--- src/rtl/gpp_fetch_pkg.sv ---
// Shared definitions for the instruction fetch sequencer: state encoding
// and default sizing of the instruction memory interface.
package gpp_fetch_pkg;

  localparam int MEM_DEPTH_DEF = 400;
  localparam int ADDR_W_DEF    = 9;
  localparam int INSTR_W_DEF   = 16;

  typedef enum logic [2:0] {
    S_IDLE       = 3'd0,
    S_LOAD       = 3'd1,
    S_FETCH_REQ  = 3'd2,
    S_FETCH_WAIT = 3'd3,
    S_HOLD       = 3'd4,
    S_DONE       = 3'd5
  } fetch_state_e;

endpackage

--- src/rtl/instr_fetch.sv ---
// Instruction fetch sequencer. Streams the program file into instruction
// memory, then fetches words in program-counter order and presents each to
// decode. Decode may redirect the program counter with a branch.
//
// Optional trace output: define INSTR_FETCH_TRACE_EN to print every capture
// and every branch. Behaviour and timing are the same either way.
//
// Decode handshake: instr_valid rises with a captured word and instr_out is
// held stable until a cycle with instr_valid && instr_ready; that edge
// consumes the word. A branch on the same edge also consumes it, but the
// branch target wins the next pc.
import gpp_fetch_pkg::*;

module instr_fetch #(
  parameter int MEM_DEPTH = MEM_DEPTH_DEF,
  parameter int ADDR_W    = ADDR_W_DEF,
  parameter int INSTR_W   = INSTR_W_DEF
) (
  input  logic               clk,
  input  logic               rst,
  input  logic               start,
  output logic               read_file,
  input  logic               fin_file,
  output logic               read_memory,
  output logic [ADDR_W-1:0]  pos,
  input  logic [INSTR_W-1:0] return_instr_line,
  output logic [INSTR_W-1:0] instr_out,
  output logic               instr_valid,
  input  logic               instr_ready,
  input  logic               branch_en,
  input  logic [ADDR_W-1:0]  branch_target,
  output logic [ADDR_W-1:0]  pc,
  output logic [ADDR_W-1:0]  prog_len,
  output logic               busy,
  output logic               done,
  output fetch_state_e       state_dbg
);

  // Depth widened by one bit so a full memory compares without overflow.
  localparam logic [ADDR_W:0] DEPTH_EXT = (ADDR_W+1)'(MEM_DEPTH);

  fetch_state_e       state_q, state_d;
  logic [ADDR_W-1:0]  pc_q, pc_d;
  logic [ADDR_W-1:0]  prog_len_q, prog_len_d;
  logic [INSTR_W-1:0] instr_q, instr_d;
  logic               valid_q, valid_d;

  logic               mem_full;
  logic               fetch_active;
  logic [ADDR_W:0]    pc_inc;

  assign mem_full     = ({1'b0, prog_len_q} >= DEPTH_EXT);
  assign fetch_active = (state_q == S_FETCH_REQ) || (state_q == S_FETCH_WAIT) ||
                        (state_q == S_HOLD);
  // One extra bit so pc+1 never wraps before the length compare.
  assign pc_inc       = {1'b0, pc_q} + (ADDR_W+1)'(1);

  // Strobes are combinational from state so no load edge follows EOF, and
  // read_file / read_memory are mutually exclusive by construction.
  assign read_file   = (state_q == S_LOAD) && !fin_file && !mem_full;
  assign read_memory = (state_q == S_FETCH_REQ);
  assign pos         = (state_q == S_FETCH_REQ) ? pc_q : '0;

  assign instr_out   = instr_q;
  assign instr_valid = valid_q;
  assign pc          = pc_q;
  assign prog_len    = prog_len_q;
  assign busy        = (state_q == S_LOAD) || fetch_active;
  assign done        = (state_q == S_DONE);
  assign state_dbg   = state_q;

  // Next-state and datapath updates; branch overrides the normal flow.
  always_comb begin
    state_d    = state_q;
    pc_d       = pc_q;
    prog_len_d = prog_len_q;
    instr_d    = instr_q;
    valid_d    = valid_q;

    case (state_q)
      S_IDLE: begin
        if (start) begin
          state_d    = S_LOAD;
          prog_len_d = '0;
        end
      end
      S_LOAD: begin
        if (read_file) prog_len_d = prog_len_q + ADDR_W'(1);
        if (fin_file || mem_full) begin
          if (prog_len_q == '0) begin
            state_d = S_DONE;
          end else begin
            pc_d    = '0;
            state_d = S_FETCH_REQ;
          end
        end
      end
      S_FETCH_REQ: begin
        state_d = S_FETCH_WAIT;
      end
      S_FETCH_WAIT: begin
        instr_d = return_instr_line;
        valid_d = 1'b1;
        state_d = S_HOLD;
      end
      S_HOLD: begin
        if (instr_ready) begin
          valid_d = 1'b0;
          pc_d    = pc_inc[ADDR_W-1:0];
          state_d = (pc_inc >= {1'b0, prog_len_q}) ? S_DONE : S_FETCH_REQ;
        end
      end
      S_DONE: begin
        state_d = S_DONE;
      end
      default: begin
        state_d = S_IDLE;
      end
    endcase

    // Redirect discards any in-flight read: the capture above is undone.
    if (fetch_active && branch_en) begin
      pc_d    = branch_target;
      instr_d = instr_q;
      valid_d = 1'b0;
      state_d = (branch_target >= prog_len_q) ? S_DONE : S_FETCH_REQ;
    end
  end

  // State and datapath registers with synchronous reset.
  always_ff @(posedge clk) begin
    if (rst) begin
      state_q    <= S_IDLE;
      pc_q       <= '0;
      prog_len_q <= '0;
      instr_q    <= '0;
      valid_q    <= 1'b0;
    end else begin
      state_q    <= state_d;
      pc_q       <= pc_d;
      prog_len_q <= prog_len_d;
      instr_q    <= instr_d;
      valid_q    <= valid_d;
    end
  end

`ifdef INSTR_FETCH_TRACE_EN
  // Trace each capture and each redirect as it happens.
  always @(posedge clk) begin
    if (!rst) begin
      if (state_q == S_FETCH_WAIT && !branch_en)
        $display("%0t instr_fetch: pc=%0d instr=%b", $time, pc_q, return_instr_line);
      if (fetch_active && branch_en)
        $display("%0t instr_fetch: branch pc=%0d -> %0d", $time, pc_q, branch_target);
    end
  end
`else
  // Trace disabled: no simulation output.
`endif

endmodule

--- config.mk ---
export PLATFORM = sky130hd
export DESIGN_NAME = instr_fetch
export DESIGN_NICKNAME = d
export VERILOG_FILES = /design/src/rtl/gpp_fetch_pkg.sv /design/src/rtl/instr_fetch.sv
export SDC_FILE = /design/constraint.sdc
export NUM_CORES = 1
export LEC_CHECK = 0
export ABC_AREA = 0
export CAP_MARGIN = 20
export CORE_AREA = 2 2 76 78
export CTS_CLUSTER_SIZE = 20
export DETAILED_ROUTE_END_ITERATION = 12
export DIE_AREA = 0 0 78 80
export PLACE_DENSITY_LB_ADDON = 0.08
export SYNTH_ARGS = -nofsm -noshare
export SYNTH_HDL_FRONTEND = slang
export SYNTH_SLANG_ARGS = --single-unit
--- constraint.sdc ---
create_clock -name clk -period 3.3 [get_ports clk]
set_clock_uncertainty 0.15 [all_clocks]
set_input_delay 0.66 -clock clk [delete_from_list [all_inputs] [get_ports clk]]
set_output_delay 0.66 -clock clk [all_outputs]
set_load 0.005 [all_outputs]
==> impl_metrics.py, run 1 <==
metrics = {
    "yosys": {
        "synth.net_count": 351,
        "synth_flop_cell": "dfxtp_1",
        "synth.distinct_cells": 48,
        "synth_warnings": 0,
        "syn_area_um2": 2400,
        "seq_area_frac_synth_pct": 31.70,
        "netlist.area_leader.share_pct": 31.70,
        "synth-edff-count": 0,
        "synth_seq_cells": 38,
        "avgSynthCellArea_um2": 8.026,
        "synth_top_area_cell": "dfxtp_1",
        "synthTopCellsByArea": "dfxtp_1 (32%), ha_1 (11%), nand2_1 (7.4%), a21oi_1 (5.8%), nor2_1 (4.4%)",
        "syn_inst": 299,
        "synthArstFlopShare_pct": 0,
    },
    "setup_path": {
        "path_depth": 10,
        "endpoint_kind": "register",
        "cp_slowest_stage_delay_ps": 490,
        "crit_slowest_cell": "dfxtp_1",
        "r2r-start": "pc[2]",
        "cp_cell_sequence": "nand3_1, nor2_1, xor2_1, ha_1, a21o_1, a211o_1, a31oi_1, o21a_1, nand2_1, a2111oi_0",
        "worstRegToRegCells": 10,
        "path_delay_family": "compound AO/OA/AOI/OAI gates",
        "startpoint": "pc[2]",
        "critPathLaunchType": "register",
        "cp.buffers_inverters": 0,
        "cp_max_fo": 9,
        "cp.required_ps": 3330,
        "crit_arrival_ps": 2950,
        "criticalPathCategory": "reg -> reg",
    },
    "timing": {
        "hold_viol_final": 0,
        "rsz0062_at_grt": "no",
        "finalSetupViolations": 0,
        "final.setup.tns_ps": 0,
        "drv_slew": 0,
        "max_freq_ghz": 0.3425,
        "post-route-period-util_pct": 88.48,
        "tightest_slew_ps": 655.6,
        "finalCriticalPeriod_ps": 2920,
        "slew_headroom_pct": 56.13,
    },
    "placed_design": {
        "globalplace.congestion": 0.8509,
        "hpwlAfterDp_mm": 4.928,
        "dpl_cell_area_um2": 3283,
        "port_buffers": 81,
        "place_inst": 444,
    },
    "floorplan": {
        "fp.coreArea_um2": 5405,
        "die_area_um2": 6240,
        "rows": 27,
        "die-height_um": 80,
        "pin_count": 82,
        "die_w_um": 78,
        "start_util_pct": 44.40,
    },
    "global_routing": {
        "grt_pass1_wl_mm": 10.41,
        "antenna_found_initial": 0,
        "grt-ovfl-total": 0,
        "grt_use_total_pct": 21.04,
        "grt_pass1_vias": 2287,
        "grt_start_max_net_pins": 28,
    },
    "power_and_ir_drop": {
        "pwr_density_cell_nw_per_um2": 559.2,
        "ir_drop_mv": 0.3136,
        "p_leak_nw": 1.262,
        "p_total_mw": 1.913,
    },
    "clocking": {
        "cts_resized": 0,
        "insertion_delay_ps": 300,
        "clkTransAtPathRegs_ps": 80,
        "cts_buffers": 5,
        "ctsRootBufferMaster": "clkbuf_8",
        "cts_setup_buffers": 0,
        "cts.sinks": 38,
        "holdBufCountCts": 0,
        "cts_max_level": 2,
        "cts_tree": "built",
        "clockBufferDepth": 2,
    },
    "layout": {
        "final_area_um2": 3421,
        "drive_gt1_share_pct": 8.158,
        "diodes": 0,
        "instances_no_fill": 452,
        "n_fill_cell": 501,
        "final_util_pct": 63.29,
        "fin_nets": 431,
        "syn2layout_area_growth_pct": 42.54,
    },
    "routing": {
        "drtPass1Iterations": 4,
        "vias_per_cell": 5.232,
        "ant_nets": 0,
        "drt_iter0_markers": 115,
        "routed_wl_mm": 6.364,
        "vias": 2365,
        "drc": 0,
        "wire_per_inst_um": 14.08,
    },
    "hold_path": {
        "min-delay-path-class": "reg -> reg",
        "holdPathStages": 2,
        "min-delay-start": "instr_out[10]",
    },
    "flow_run": {
        "drv_cap": 0,
    },
    "run_status": {
        "outcome": "completed",
    },
}
-- where the power goes --
| group | switching (mW) | leakage, nW | internal (mW) |
|---|---|---|---|
| Clock | 0.178 | 0.0683 | 0.303 |
| Combinational | 0.454 | 0.887 | 0.405 |
| Sequential | 0.0686 | 0.307 | 0.504 |
| Total | 0.701 | 1.26 | 1.21 |
-- tightest hold or removal path, stage by stage, from the launching register on --
cell and delay (ps):
dfxtp_1 310, nand2_1 50, a21oi_1 50
-- per-stage QoR --
| stage | worst slack (ps) | hold WS [ps] |
|---|---|---|
| after global routing | 271.2 | 322.2 |
| final | 380.1 | 304.9 |
| after floorplan | 593.8 | 302.7 |
| after CTS | 360.9 | 308.3 |
| after detailed placement | 421.2 | 297.1 |
| after global placement | 551.0 | 291.3 |
-- worst paths after layout --
| path | endpoint | slack [ps] |
|---|---|---|
| hold reg to reg | instr_out[10] | 300 |
| setup reg to reg | state_dbg[1] | 380 |
| hold / removal | instr_out[10] | 300 |
| setup / recovery | state_dbg[1] | 380 |
-- final cells by class --
class                   count  area, µm²  area share (%)
flip-flops and latches     38      760.7           22.24
repair buffers             87      855.8           25.02
inverters                  16      60.06           1.756
well taps                  72      90.09           2.634
clock inverters             3      68.82           2.012
clock buffers               5      68.82           2.012
multi-input cells         231       1516           44.33
-- cells in the mapped netlist, types with 2 or more instances --
library cell  instances
clkbuf_1             10
o311a_1               2
and3_1                2
nor3_1                2
ha_1                 21
nand2b_1              2
a21o_1                2
buf_2                 2
a211oi_2              8
o211ai_1              2
xor2_1                4
or3_4                 2
and2_1               10
nand3_1              12
xnor2_1              11
inv_2                 2
a21oi_1              28
nand4_1               3
a22oi_1               9
nor2_1               28
nand2_1              47
dfxtp_1              38
inv_1                14
nor2b_1               3
o21ai_0               7
nor4_1                6
-- metal layers --
metal	up-vias	routed length, µm	track usage (%)
met3	9	436	5.882
li1	1211	-	-
met2	75	2902	33.79
met1	1070	2946	27.15
met4	0	79	7.193
met5	-	0	0
-- layout by cell type, fill, tap and decap left out, types with 7 or more instances in the layout --
master            n
clkdlybuf4s50_1  81
nand2_1          47
dfxtp_1          38
nor2_1           28
a21oi_1          28
ha_1             21
inv_1            14
nand3_1          12
xnor2_1          11
and2_1           10
a22oi_1           9
a211oi_2          8
o21ai_0           7
-- registers in the layout (all words and copies together), names as in the netlist --
name / flops
prog_len: 9
instr_valid: 1
state_dbg: 3
instr_out: 16
pc: 9
-- cell families (layout without fill, tap and decap cells) --
logic type                 Yosys count  after routing  synth area share [%]
AOI/OAI and AO/OA                   70             70                 21.59
xor gates and xnor gates            15             15                 5.474
adders and majority gates           21             21                 10.95
buffers and inverters               30            111                 5.110
DFF                                 38             38                 31.70
muxes                                1              1                0.4171
and+or+nand+nor                    124            124                 24.77
(Power assumes the default switching activity.)
==> run 2: changes to the inputs <==
- CORE_AREA: 2 2 76 78 -> 2 2 93 95
- DIE_AREA: 0 0 78 80 -> 0 0 95 97
==> impl_metrics.py, run 2 (synthesized netlist as in run 1, its figures left out) <==
metrics = {
    "routing": {
        "drt_iter0_markers": 64,
        "ant_nets": 0,
        "vias_per_cell": 4.766,
        "wire_per_inst_um": 14.53,
        "routed_wl_mm": 7.091,
        "vias": 2326,
        "drtPass1Iterations": 4,
        "drc": 0,
    },
    "layout": {
        "fin_nets": 434,
        "drive_gt1_share_pct": 8.877,
        "final_util_pct": 42.84,
        "n_fill_cell": 851,
        "largest_register_ffs": 16,
        "diodes": 0,
        "final_common_cell": "clkdlybuf4s50_1",
        "syn2layout_area_growth_pct": 45.20,
        "mostFrequentLayoutCells": "clkdlybuf4s50_1 (81), nand2_1 (47), dfxtp_1 (38)",
    },
    "timing": {
        "hold_viol_final": 0,
        "slew_headroom_pct": 54.53,
        "max_freq_ghz": 0.3384,
        "rsz0062_at_grt": "no",
        "final.setup.tns_ps": 0,
        "finalSetupViolations": 0,
        "drv_slew": 0,
        "post-route-period-util_pct": 89.56,
        "tightest_slew_ps": 679.9,
        "finalCriticalPeriod_ps": 2955,
    },
    "setup_path": {
        "worstRegToRegCells": 10,
        "criticalPathCategory": "reg -> reg",
        "cp_max_fo": 9,
        "cp.required_ps": 3320,
        "r2r-start": "pc[2]",
        "critPathLaunchType": "register",
        "endpoint_kind": "register",
        "cp_cell_sequence": "nand3_1, nor2_1, xor2_1, ha_1, a21o_1, a211o_1, a31oi_1, o21a_1, nand2_1, a2111oi_0",
        "r2r_slack_ps": 340,
        "cp_slowest_stage_delay_ps": 510,
        "crit_arrival_ps": 2980,
        "reg2reg_to": "state_dbg[1]",
        "crit_slowest_cell": "dfxtp_1",
    },
    "clocking": {
        "cts_tree": "built",
        "cts_setup_buffers": 0,
        "holdBufCountCts": 0,
        "cts_resized": 0,
        "cts_max_level": 2,
        "cts_buffers": 5,
        "clkTransAtPathRegs_ps": 80,
        "ctsRootBufferMaster": "clkbuf_8",
        "clockBufferDepth": 2,
        "cts.sinks": 38,
        "insertion_delay_ps": 300,
    },
    "placed_design": {
        "port_buffers": 81,
        "hpwlAfterDp_mm": 5.540,
        "globalplace.congestion": 0.8264,
    },
    "global_routing": {
        "grtUsageMet3_pct": 4.050,
        "grt-ovfl-total": 0,
        "grt_pass1_wl_mm": 11.81,
        "met2_usage_pct": 24.50,
        "top_usage_layer": "met2",
        "grt_use_total_pct": 16.19,
        "grt_start_max_net_pins": 18,
        "grt_pass1_vias": 2338,
        "grt_util_met1_pct": 22.94,
        "antenna_found_initial": 0,
    },
    "power_and_ir_drop": {
        "p_leak_nw": 1.278,
        "p_int_mw": 1.219,
        "ir_drop_mv": 0.2410,
        "comb_power_share_pct": 45.3,
        "pwr_density_cell_nw_per_um2": 555.0,
        "switching_share_pct": 36.99,
        "p_switching_uw": 715.3,
        "clkPwrFrac_pct": 25.2,
        "p_total_mw": 1.934,
        "p_seq_share_pct": 29.6,
    },
    "run_status": {
        "outcome": "completed",
    },
    "floorplan": {
        "die_area_um2": 9215,
        "start_util_pct": 29.50,
        "pin_count": 82,
        "rows": 33,
        "die-height_um": 97,
        "die_w_um": 95,
        "fp.coreArea_um2": 8134,
    },
    "hold_path": {
        "min_to": "instr_out[2]",
        "holdPathStages": 2,
        "min-delay-path-class": "reg -> reg",
        "min-delay-start": "instr_out[2]",
    },
    "flow_run": {
        "drv_cap": 0,
    },
}
[run 2: changes by cell type in the layout (fill, tap and decap cells not counted)]
cell	before	now
buf_4	6	9
[run 2: critical path: cells and delay by family, from the launching register on]
kind	cells	cell delay, ps
adders and majority gates	1	270
and+or+nand+nor	3	510
DFF	1	510
xor gates and xnor gates	1	210
AOI/OAI and AO/OA	5	1190
[run 2: how the worst max path moves through the flow]
| stage | from | endpoint | slack (ps) | cells after the start |
|---|---|---|---|---|
| floorplan | pc[2] | state_dbg[0] | 590 | 11 |
| global placement | pc[2] | state_dbg[1] | 510 | 10 |
| detailed placement | pc[2] | state_dbg[1] | 380 | 10 |
| CTS | pc[2] | state_dbg[1] | 360 | 10 |
| global route | pc[2] | state_dbg[1] | 30 | 10 |
| finish | pc[2] | state_dbg[1] | 340 | 10 |
[run 2: cell type report]
class                   count  area, µm²  share of cell area [%]
repair buffers             90      878.3                   25.21
multi-input cells         231       1516                   43.52
clock buffers               5      68.82                   1.975
flip-flops and latches     38      760.7                   21.83
clock inverters             3      68.82                   1.975
inverters                  16      60.06                   1.724
well taps                 105      131.4                   3.770
[run 2: metrics by stage]
step	setup slack [ps]	area (µm²)	hold slack, ps	std cells
3_5_place_dp	377.8	3347	298.5	480
2_1_floorplan	593.8	2400	302.7	299
6_report	344.6	3485	307.1	488
3_3_place_gp	515.0	3347	291.4	480
4_1_cts	362.3	3485	309.8	488
5_1_grt	33.72	3485	333.9	488
[run 2: layer usage]
metal / vias up / routed length [µm]
li1: 1210 / -
met1: 1046 / 3457
met2: 64 / 3133
met3: 6 / 427
met4: 0 / 73
met5: - / 0
[run 2: power groups by stage]
stage	logic [mW]	clock network [mW]	registers, mW
2_1_floorplan	0.578	0	0.563
3_3_place_gp	0.885	0	0.582
3_5_place_dp	0.884	0	0.582
4_1_cts	0.889	0.505	0.572
5_1_grt	0.986	0.523	0.582
6_report	0.876	0.486	0.572
==> run 3: changes to the inputs <==
- ABC_CLOCK_PERIOD_IN_PS: not set -> 3300
==> results of run 3 <==
Final layout, timing and power as in run 2 (identical DEF).
